[src/rtl/mem_bus_master_if.sv]
// Request/response handshake plus the narrow 10-bit memory bus, bundled for the bus master.
// The master modport is the initiator's view; slave is the core + memory side.
interface mem_bus_master_if;
    logic        req_valid;
    logic        req_ready;
    logic [1:0]  req_op;
    logic [9:0]  req_addr;
    logic [11:0] req_wdata;
    logic        resp_valid;
    logic [11:0] resp_rdata;
    logic        resp_err;
    logic        read_write;
    logic        write_commit;
    logic        dump_mem;
    logic [9:0]  addr_data;
    logic [11:0] mem_result;

    modport master (
        input  req_valid,
        output req_ready,
        input  req_op,
        input  req_addr,
        input  req_wdata,
        output resp_valid,
        output resp_rdata,
        output resp_err,
        output read_write,
        output write_commit,
        output dump_mem,
        output addr_data,
        input  mem_result
    );

    modport slave (
        output req_valid,
        input  req_ready,
        output req_op,
        output req_addr,
        output req_wdata,
        input  resp_valid,
        input  resp_rdata,
        input  resp_err,
        input  read_write,
        input  write_commit,
        input  dump_mem,
        input  addr_data,
        output mem_result
    );
endinterface

[src/rtl/mem_bus_master.sv]
// Initiator for the 1024x12 memory bus: turns one read/write/dump/no-op request at a time
// into the matching bus sequence and returns exactly one response pulse per request.
module mem_bus_master #(
    parameter bit VERIFY_WRITES = 1'b0
) (
    input  logic             clk,
    input  logic             rst,
    mem_bus_master_if.master bus
);

    typedef enum logic [2:0] {
        IDLE,
        RD,
        WA,
        WLO,
        WHI,
        VRD,
        DUMP,
        RESP
    } state_t;

    localparam logic [1:0] OP_READ  = 2'b00;
    localparam logic [1:0] OP_WRITE = 2'b01;
    localparam logic [1:0] OP_DUMP  = 2'b10;

    state_t      state;
    state_t      next_state;
    logic [9:0]  addr_q;
    logic [11:0] wdata_q;
    logic        accept;
    logic [9:0]  cur_addr;
    logic [11:0] cur_wdata;

    logic        nxt_read_write;
    logic        nxt_write_commit;
    logic        nxt_dump_mem;
    logic [9:0]  nxt_addr_data;
    logic        nxt_resp_valid;
    logic [11:0] nxt_resp_rdata;
    logic        nxt_resp_err;

    assign bus.req_ready = (state == IDLE);
    assign accept        = bus.req_valid && (state == IDLE);

    // Bus registers are loaded on the acceptance edge, before the fields are latched.
    assign cur_addr  = (state == IDLE) ? bus.req_addr  : addr_q;
    assign cur_wdata = (state == IDLE) ? bus.req_wdata : wdata_q;

    always_ff @(posedge clk) begin
        if (rst) begin
            state <= IDLE;
        end else begin
            state <= next_state;
        end
    end

    always_comb begin
        next_state = state;
        case (state)
            IDLE: begin
                if (bus.req_valid) begin
                    case (bus.req_op)
                        OP_READ:  next_state = RD;
                        OP_WRITE: next_state = WA;
                        OP_DUMP:  next_state = DUMP;
                        default:  next_state = RESP;
                    endcase
                end
            end
            RD:      next_state = RESP;
            WA:      next_state = WLO;
            WLO:     next_state = WHI;
            WHI:     next_state = VERIFY_WRITES ? VRD : RESP;
            VRD:     next_state = RESP;
            DUMP:    next_state = RESP;
            RESP:    next_state = IDLE;
            default: next_state = IDLE;
        endcase
    end

    // Bus values are decoded from the state being entered so they appear registered.
    always_comb begin
        nxt_read_write   = 1'b1;
        nxt_write_commit = 1'b0;
        nxt_dump_mem     = 1'b0;
        nxt_addr_data    = 10'h000;
        case (next_state)
            RD, VRD: begin
                nxt_addr_data = cur_addr;
            end
            WA: begin
                nxt_read_write = 1'b0;
                nxt_addr_data  = cur_addr;
            end
            WLO: begin
                nxt_read_write   = 1'b0;
                nxt_write_commit = 1'b1;
                nxt_addr_data    = {3'b000, 1'b0, cur_wdata[5:0]};
            end
            WHI: begin
                nxt_read_write   = 1'b0;
                nxt_write_commit = 1'b1;
                nxt_addr_data    = {3'b000, 1'b1, cur_wdata[11:6]};
            end
            DUMP: begin
                nxt_dump_mem = 1'b1;
            end
            default: begin
                nxt_read_write = 1'b1;
            end
        endcase
    end

    always_comb begin
        nxt_resp_valid = (next_state == RESP);
        nxt_resp_rdata = 12'h000;
        nxt_resp_err   = 1'b0;
        case (state)
            RD: begin
                nxt_resp_rdata = bus.mem_result;
            end
            VRD: begin
                nxt_resp_rdata = bus.mem_result;
                nxt_resp_err   = (bus.mem_result != wdata_q);
            end
            WHI: begin
                nxt_resp_rdata = wdata_q;
            end
            default: begin
                nxt_resp_rdata = 12'h000;
            end
        endcase
    end

    always_ff @(posedge clk) begin
        if (rst) begin
            addr_q           <= 10'h000;
            wdata_q          <= 12'h000;
            bus.read_write   <= 1'b1;
            bus.write_commit <= 1'b0;
            bus.dump_mem     <= 1'b0;
            bus.addr_data    <= 10'h000;
            bus.resp_valid   <= 1'b0;
            bus.resp_rdata   <= 12'h000;
            bus.resp_err     <= 1'b0;
        end else begin
            if (accept) begin
                addr_q  <= bus.req_addr;
                wdata_q <= bus.req_wdata;
            end
            bus.read_write   <= nxt_read_write;
            bus.write_commit <= nxt_write_commit;
            bus.dump_mem     <= nxt_dump_mem;
            bus.addr_data    <= nxt_addr_data;
            bus.resp_valid   <= nxt_resp_valid;
            if (nxt_resp_valid) begin
                bus.resp_rdata <= nxt_resp_rdata;
                bus.resp_err   <= nxt_resp_err;
            end
        end
    end

    // Protocol invariants: commits only in the write phase, dump is a read-type cycle.
    a_commit_in_write_phase: assert property (
        @(posedge clk) disable iff (rst) bus.write_commit |-> !bus.read_write);
    a_dump_is_read: assert property (
        @(posedge clk) disable iff (rst) bus.dump_mem |-> bus.read_write);
    a_resp_single_pulse: assert property (
        @(posedge clk) disable iff (rst) bus.resp_valid |=> !bus.resp_valid);

endmodule

[src/flat_wrapper.sv]
// flat-port wrapper written by rule: the top's interface ports become plain ports
module mem_bus_master_flat 
#(
    parameter bit VERIFY_WRITES = 1'b0
)
  (clk, rst, bus_req_valid, bus_req_ready, bus_req_op, bus_req_addr, bus_req_wdata, bus_resp_valid, bus_resp_rdata, bus_resp_err, bus_read_write, bus_write_commit, bus_dump_mem, bus_addr_data, bus_mem_result);
  mem_bus_master_if bus_i ();
  input  logic clk;
  input  logic rst;
  input wire logic [$bits(bus_i.req_valid)-1:0] bus_req_valid;
  output wire logic [$bits(bus_i.req_ready)-1:0] bus_req_ready;
  input wire logic [$bits(bus_i.req_op)-1:0] bus_req_op;
  input wire logic [$bits(bus_i.req_addr)-1:0] bus_req_addr;
  input wire logic [$bits(bus_i.req_wdata)-1:0] bus_req_wdata;
  output wire logic [$bits(bus_i.resp_valid)-1:0] bus_resp_valid;
  output wire logic [$bits(bus_i.resp_rdata)-1:0] bus_resp_rdata;
  output wire logic [$bits(bus_i.resp_err)-1:0] bus_resp_err;
  output wire logic [$bits(bus_i.read_write)-1:0] bus_read_write;
  output wire logic [$bits(bus_i.write_commit)-1:0] bus_write_commit;
  output wire logic [$bits(bus_i.dump_mem)-1:0] bus_dump_mem;
  output wire logic [$bits(bus_i.addr_data)-1:0] bus_addr_data;
  input wire logic [$bits(bus_i.mem_result)-1:0] bus_mem_result;
  assign bus_i.req_valid = bus_req_valid;
  assign bus_req_ready = bus_i.req_ready;
  assign bus_i.req_op = bus_req_op;
  assign bus_i.req_addr = bus_req_addr;
  assign bus_i.req_wdata = bus_req_wdata;
  assign bus_resp_valid = bus_i.resp_valid;
  assign bus_resp_rdata = bus_i.resp_rdata;
  assign bus_resp_err = bus_i.resp_err;
  assign bus_read_write = bus_i.read_write;
  assign bus_write_commit = bus_i.write_commit;
  assign bus_dump_mem = bus_i.dump_mem;
  assign bus_addr_data = bus_i.addr_data;
  assign bus_i.mem_result = bus_mem_result;
  mem_bus_master #(.VERIFY_WRITES(VERIFY_WRITES)) u_core (.clk(clk), .rst(rst), .bus(bus_i));
endmodule
[config.mk]
export PLATFORM = sky130hd
export DESIGN_NAME = mem_bus_master_flat
export DESIGN_NICKNAME = d
export VERILOG_FILES = /design/src/rtl/mem_bus_master_if.sv /design/src/rtl/mem_bus_master.sv /design/src/flat_wrapper.sv
export SDC_FILE = /design/constraint.sdc
export NUM_CORES = 1
export LEC_CHECK = 0
export BUFFER_PORTS_ARGS = -buffer_cell sky130_fd_sc_hd__buf_2
export CAP_MARGIN = 40
export CORE_ASPECT_RATIO = 0.7
export CORE_MARGIN = 10
export CORE_UTILIZATION = 54
export CTS_CLUSTER_SIZE = 12
export DETAILED_ROUTE_END_ITERATION = 6
export GPL_TIMING_DRIVEN = 0
export PLACE_DENSITY = 0.89
export SLEW_MARGIN = 20
export SYNTH_ARGS = -nofsm -noshare
export SYNTH_HDL_FRONTEND = slang
export SYNTH_SLANG_ARGS = --single-unit
[constraint.sdc]
create_clock -name clk -period 3.35 [get_ports clk]
set_clock_uncertainty 0.1 [all_clocks]
set_input_delay 0.5025 -clock clk [delete_from_list [all_inputs] [get_ports clk]]
set_output_delay 0.5025 -clock clk [all_outputs]
set_load 0.05 [all_outputs]
==> flow_metrics.py, run 1 <==
metrics = {
    "route": {
        "drc_errors": 0,
        "route.vias.total": 2054,
        "drtAntennaViolNets": 0,
        "wl_um": 5670,
        "viasPerCell": 5.42,
        "wire_per_inst_um": 15.0,
        "dr.pass1.iters": 5,
        "detail_route.iter0.violations": 156,
    },
    "global_route": {
        "grt_usage": 0.169,
        "grt_max_degree": 13,
        "grt_antenna_before_repair": 0,
        "grt_pass1_vias": 2001,
        "grt_pass1_wl_um": 9360,
        "gr-total-overflow": 0,
    },
    "min_path": {
        "hold_depth": 2,
        "hold_class": "input pin to flop",
        "min_to": "u_core.bus.addr_data[7]",
        "hold_start": "bus_req_addr[7]",
    },
    "timing": {
        "rsz0062_at_grt": "no",
        "max-slew-margin-rel": 0.661,
        "finalSetupViolCount": 0,
        "period_share": 0.700,
        "finalSetupTns_ps": 0,
        "fin_crit_ps": 2340,
        "hold_viol": 0,
        "slew_violations": 0,
        "worst_pin_slew_ps": 508,
        "fmaxAchievable_mhz": 426,
    },
    "power_and_ir_drop": {
        "ir_drop_v": 0.000414,
        "p_leak_uw": 0.00115,
        "p_per_area_nw_per_um2": 548,
    },
    "synthesis": {
        "syn_avg_cell_area_um2": 8.24,
        "synth_warnings": 0,
        "synth_cell_type_count": 39,
        "yosysSeqAreaShare": 0.397,
        "synth_edf_count": 0,
        "synthArstFlopShare": 0,
        "syn_nets": 299,
        "synthesis.area_um2": 2120,
        "ys.flop_type": "dfxtp_1",
        "synthCells": 257,
        "ys_ff_latch": 42,
    },
    "setup_path": {
        "path_buf_inv": 4,
        "cp_max_fo": 10,
        "cp_cell_sequence": "buf_6, or3_4, inv_6, buf_6, buf_2",
        "r2r-start": "u_core.state[1]",
        "required_ps": 2750,
        "path_delay_family": "buffers and inverters",
        "slowest_delay_ps": 420,
        "crit_path_start_kind": "flop",
        "endpoint_kind": "output pin",
        "critical_path_class": "flop to output pin",
        "critical_path.most_common_cell": "buf_6",
        "ff2ff_setup_slack_ps": 1450,
        "r2r-end": "u_core.bus.addr_data[2]",
        "worstPathArrival_ps": 1740,
        "slowest_stage": "or3_4",
        "r2r_cells": 7,
    },
    "cts": {
        "clkTransAtPathRegs_ps": 80,
        "cts_hold_buf": 0,
        "clk_latency_ps": 290,
        "clock_sinks": 42,
        "cts_made_buffers": 5,
        "cts_resized": 0,
        "root_buffer": "clkbuf_8",
        "cts_tree": "built",
        "clk_path_buf_depth": 2,
        "cts_setup_buffers": 0,
        "cts_max_level": 2,
    },
    "layout": {
        "drive_gt1_frac": 0.274,
        "nFillCells": 316,
        "regArea_um2": 841,
        "post-route-util": 0.709,
        "nets": 371,
        "layout.cells.non_filler": 379,
        "n_antenna_cell": 0,
        "area.growth.synth_to_final_pct": 22.0,
        "multiInputGateArea_um2": 1150,
    },
    "die": {
        "fp.dieW_um": 94.9,
        "core_area_um2": 3650,
        "initial_core_util": 0.581,
        "rows": 18,
        "ios": 67,
        "dieArea_um2": 6870,
        "die_h_um": 72.4,
    },
    "placed_design": {
        "gp_routability_congestion": 0.877,
        "dp_hpwl_um": 4510,
        "port_buffers": 65,
        "dp.cells": 372,
    },
    "run_status": {
        "status": "finished, final reports clean",
    },
    "run": {
        "cap_violations": 0,
    },
}
[cells by family (layout without fill, tap and decap cells)]
kind of cell	Yosys count	in the layout	synth area share
muxes	12	12	0.0567
buffers and inverters	22	94	0.0620
DFF	42	42	0.397
AOI/OAI and AO/OA	62	62	0.176
xor gates and xnor gates	13	13	0.0538
and+or+nand+nor	103	103	0.237
adders and majority gates	3	3	0.0177
[cells in the mapped netlist (4+ instances only)]
cell type	instances	area (um^2)
nand2_1	44	165
dfxtp_1	42	841
a21oi_1	38	190
nor2_1	22	82.6
mux2i_1	12	120
nand3b_1	12	90.1
xor2_1	12	105
clkbuf_1	11	41.3
o21a_1	8	60.1
o22ai_1	6	37.5
nand2_2	5	31.3
and2_1	4	25.0
[state kept, by name (all words and copies together), names as in the netlist]
signal and count:
u_core.state 3, u_core.bus.resp_rdata 12, u_core.bus.write_commit 1, u_core.bus.resp_err 1, u_core.wdata_q 12, u_core.bus.resp_valid 1, u_core.bus.read_write 1, u_core.bus.dump_mem 1
u_core.bus.addr_data 10
[cells in the final DEF (no fill, tap or decap), types with 2 or more instances in the layout]
cell	n
clkbuf_1	11
clkbuf_8	5
nor2b_1	3
nand2b_1	2
nand2_1	44
buf_4	2
buf_6	3
inv_1	2
nor4_1	3
ha_1	3
o21ai_0	2
nand3b_1	12
nor2_1	22
o22ai_1	6
nand2_2	5
and2_1	4
nand3_1	2
mux2i_1	12
dfxtp_1	42
o21a_1	8
xor2_1	12
buf_2	67
a21oi_1	38
clkinv_2	2
[area by class of cell]
cell class,instances,area share
Multi-Input combinational cell,193,0.443
Sequential cell,42,0.325
Timing Repair Buffer,65,0.126
Buffer,19,0.0445
Clock buffer,5,0.0266
Tap cell,50,0.0242
Inverter,3,0.00629
Clock inverter,2,0.00387
[metrics by stage]
stage / setup slack [ps] / cell area [um^2] / total power [uW] / hold slack [ps]
after floorplan: 1480 / 2120 / 988 / 373
after global placement: 1250 / 2510 / 1110 / 342
after detailed placement: 1190 / 2510 / 1120 / 350
after CTS: 997 / 2580 / 1420 / 299
after global routing: 949 / 2580 / 1500 / 310
final: 1010 / 2580 / 1420 / 306
[power breakdown]
part | internal (uW) | switching (uW)
logic | 182 | 356
registers | 547 | 27.0
clock network | 140 | 165
total | 869 | 548
[layer usage]
metal / GRT usage / part of all wire / up-vias
li1: - / - / 1010
met1: 0.206 / 0.43 / 950
met2: 0.264 / 0.45 / 86
met3: 0.0689 / 0.11 / 8
met4: 0.0563 / 0.016 / 0
met5: 0 / 0 / -
[worst max-delay path by stage]
| stage | startpoint | endpoint | slack [ps] | cells past startpoint |
|---|---|---|---|---|
| floorplan | bus_req_op[0] | u_core.bus.resp_rdata[10] | 1480 | 8 |
| global route | u_core.state[1] | bus_req_ready | 950 | 5 |
| finish | u_core.state[1] | bus_req_ready | 1010 | 5 |
| global placement | bus_req_op[0] | u_core.bus.addr_data[9] | 1250 | 8 |
| CTS | u_core.state[1] | bus_req_ready | 1000 | 5 |
| detailed placement | bus_req_op[0] | u_core.bus.addr_data[9] | 1190 | 8 |
No activity file was read; power rests on OpenSTA's default activity.
==> inputs of run 2 (changes only) <==
--- a/config.mk
+++ b/config.mk
@@ -9,11 +9,11 @@
 export CAP_MARGIN = 40
 export CORE_ASPECT_RATIO = 0.7
 export CORE_MARGIN = 10
-export CORE_UTILIZATION = 54
+export CORE_UTILIZATION = 45
 export CTS_CLUSTER_SIZE = 12
 export DETAILED_ROUTE_END_ITERATION = 6
 export GPL_TIMING_DRIVEN = 0
-export PLACE_DENSITY = 0.89
+export PLACE_DENSITY = 0.8
 export SLEW_MARGIN = 20
 export SYNTH_ARGS = -nofsm -noshare
 export SYNTH_HDL_FRONTEND = slang
==> constraint.sdc (replaced) <==
create_clock -name clk -period 1.95 [get_ports clk]
set_clock_uncertainty 0.1 [all_clocks]
set_input_delay 0.2925 -clock clk [delete_from_list [all_inputs] [get_ports clk]]
set_output_delay 0.2925 -clock clk [all_outputs]
set_load 0.05 [all_outputs]
==> flow_metrics.py, run 2 (same netlist as run 1, synthesis figures left out) <==
metrics = {
    "cts": {
        "cts_hold_buf": 0,
        "cts_tree": "built",
        "root_buffer": "clkbuf_8",
        "clock_sinks": 42,
        "clk_latency_ps": 300,
        "cts_made_buffers": 5,
        "clkTransAtPathRegs_ps": 80,
        "cts_max_level": 2,
        "clk_path_buf_depth": 2,
    },
    "route": {
        "viasPerCell": 5.29,
        "wire_per_inst_um": 15.3,
        "dr.pass1.iters": 4,
        "detail_route.iter0.violations": 139,
        "drc_errors": 0,
        "route.vias.total": 2037,
        "wl_um": 5900,
        "drtAntennaViolNets": 0,
    },
    "timing": {
        "setup_slack_ps": 44.1,
        "slew_violations": 0,
        "rsz0062_at_grt": "yes",
        "finalSetupViolCount": 0,
        "max-slew-margin-rel": 0.650,
        "hold_viol": 0,
        "period_share": 0.977,
        "fin_crit_ps": 1910,
        "worst_pin_slew_ps": 525,
        "fmaxAchievable_mhz": 525,
    },
    "power_and_ir_drop": {
        "power_uw": 2520,
        "p_per_area_nw_per_um2": 956,
        "p_leak_uw": 0.00116,
        "ir_drop_v": 0.000485,
    },
    "run": {
        "cap_violations": 0,
    },
    "global_route": {
        "grt_use_met2": 0.222,
        "grt_busiest_layer": "met2",
        "grt_usage": 0.148,
        "gr-total-overflow": 0,
        "grt_antenna_before_repair": 0,
        "grt_util_met3": 0.0487,
        "grt_pass1_wl_um": 9470,
        "grt_max_degree": 18,
        "grt_pass1_vias": 1958,
        "use_met1": 0.193,
    },
    "placed_design": {
        "dp.cells": 377,
        "dpl_cell_area_um2": 2510,
        "dp_slack_ps": 0.883,
        "port_buffers": 65,
        "gp_routability_congestion": 0.900,
        "dp_hpwl_um": 4590,
    },
    "min_path": {
        "hold_class": "input pin to flop",
        "hold_start": "bus_req_addr[8]",
    },
    "layout": {
        "reg_top3": "u_core.bus.resp_rdata (12), u_core.wdata_q (12), u_core.bus.addr_data (10)",
        "nFillCells": 418,
        "drive_gt1_frac": 0.273,
        "final_cell_mix": "buf_2, nand2_1, dfxtp_1, a21oi_1, nor2_1",
        "area.growth.synth_to_final_pct": 24.3,
        "nets": 371,
        "fin_area_um2": 2630,
        "mostFrequentLayoutCell": "buf_2",
        "layout.cells.non_filler": 385,
        "n_antenna_cell": 0,
    },
    "die": {
        "initial_core_util": 0.476,
        "ios": 67,
        "core_area_um2": 4450,
        "dieArea_um2": 7900,
        "fp.dieW_um": 102,
        "die_h_um": 77.4,
        "rows": 20,
    },
    "setup_path": {
        "crit_path_start_kind": "flop",
        "r2r-start": "u_core.state[1]",
        "cp_max_fo": 9,
        "required_ps": 2040,
        "endpoint_kind": "flop",
        "cp-startpoint": "u_core.state[1]",
        "critical_path_class": "flop to flop",
        "worstPathArrival_ps": 2000,
    },
    "run_status": {
        "status": "finished, final reports clean",
    },
}
-- run 2: cell count changes in the layout (fill, tap and decap cells not counted), sizes merged --
cell    previous run  this run
inv                3         2
clkbuf            16        18
-- run 2: metal layers --
metal,part of all wire,vias up,wire length [um]
met5,0,-,0
met4,0.015,0,88
met3,0.090,9,530
met2,0.46,80,2690
met1,0.44,933,2600
li1,-,1015,-
-- run 2: cell type report --
class	instances	area, um^2	share of cell area
Inverter	3	23.8	0.00903
Sequential cell	42	841	0.319
Buffer	18	104	0.0394
Tap cell	55	68.8	0.0261
Clock inverter	1	5.00	0.00190
Timing Repair Buffer	66	352	0.133
Clock buffer	7	86.3	0.0328
Multi-Input combinational cell	193	1150	0.438
-- run 2: worst paths after layout --
kind,endpoint,slack (ps),depth (start not counted)
worst max-delay path,u_core.bus.addr_data[5],40,6
worst min-delay path,u_core.bus.addr_data[8],100,2
worst max register to register,u_core.bus.addr_data[5],40,6
worst min register to register,u_core.bus.resp_err,360,2
-- run 2: critical path, stage by stage (launching register included) --
cell	delay, ps
dfxtp_1	320
buf_6	130
or3_4	440
o21a_1	250
nand2_1	230
o22ai_1	140
o21a_1	190
-- run 2: stage by stage --
stage	hold slack [ps]	util	setup TNS, ps
after floorplan	314	-	0
after global placement	343	0.564	0
after detailed placement	351	0.564	0
after CTS	93.3	0.583	0
after global routing	111	0.591	-57.2
final	96.2	0.591	0
-- run 2: report_power, final --
group	switching, uW	internal, uW
Sequential	45.8	940
Combinational	622	329
Clock	295	286
-- run 2: repair_timing --
action / CTS / global route
resized for setup: 2 / 3
buffers inserted: 0 / 1
pin swaps: 0 / 1
setup endpoints to repair: 1 / 6
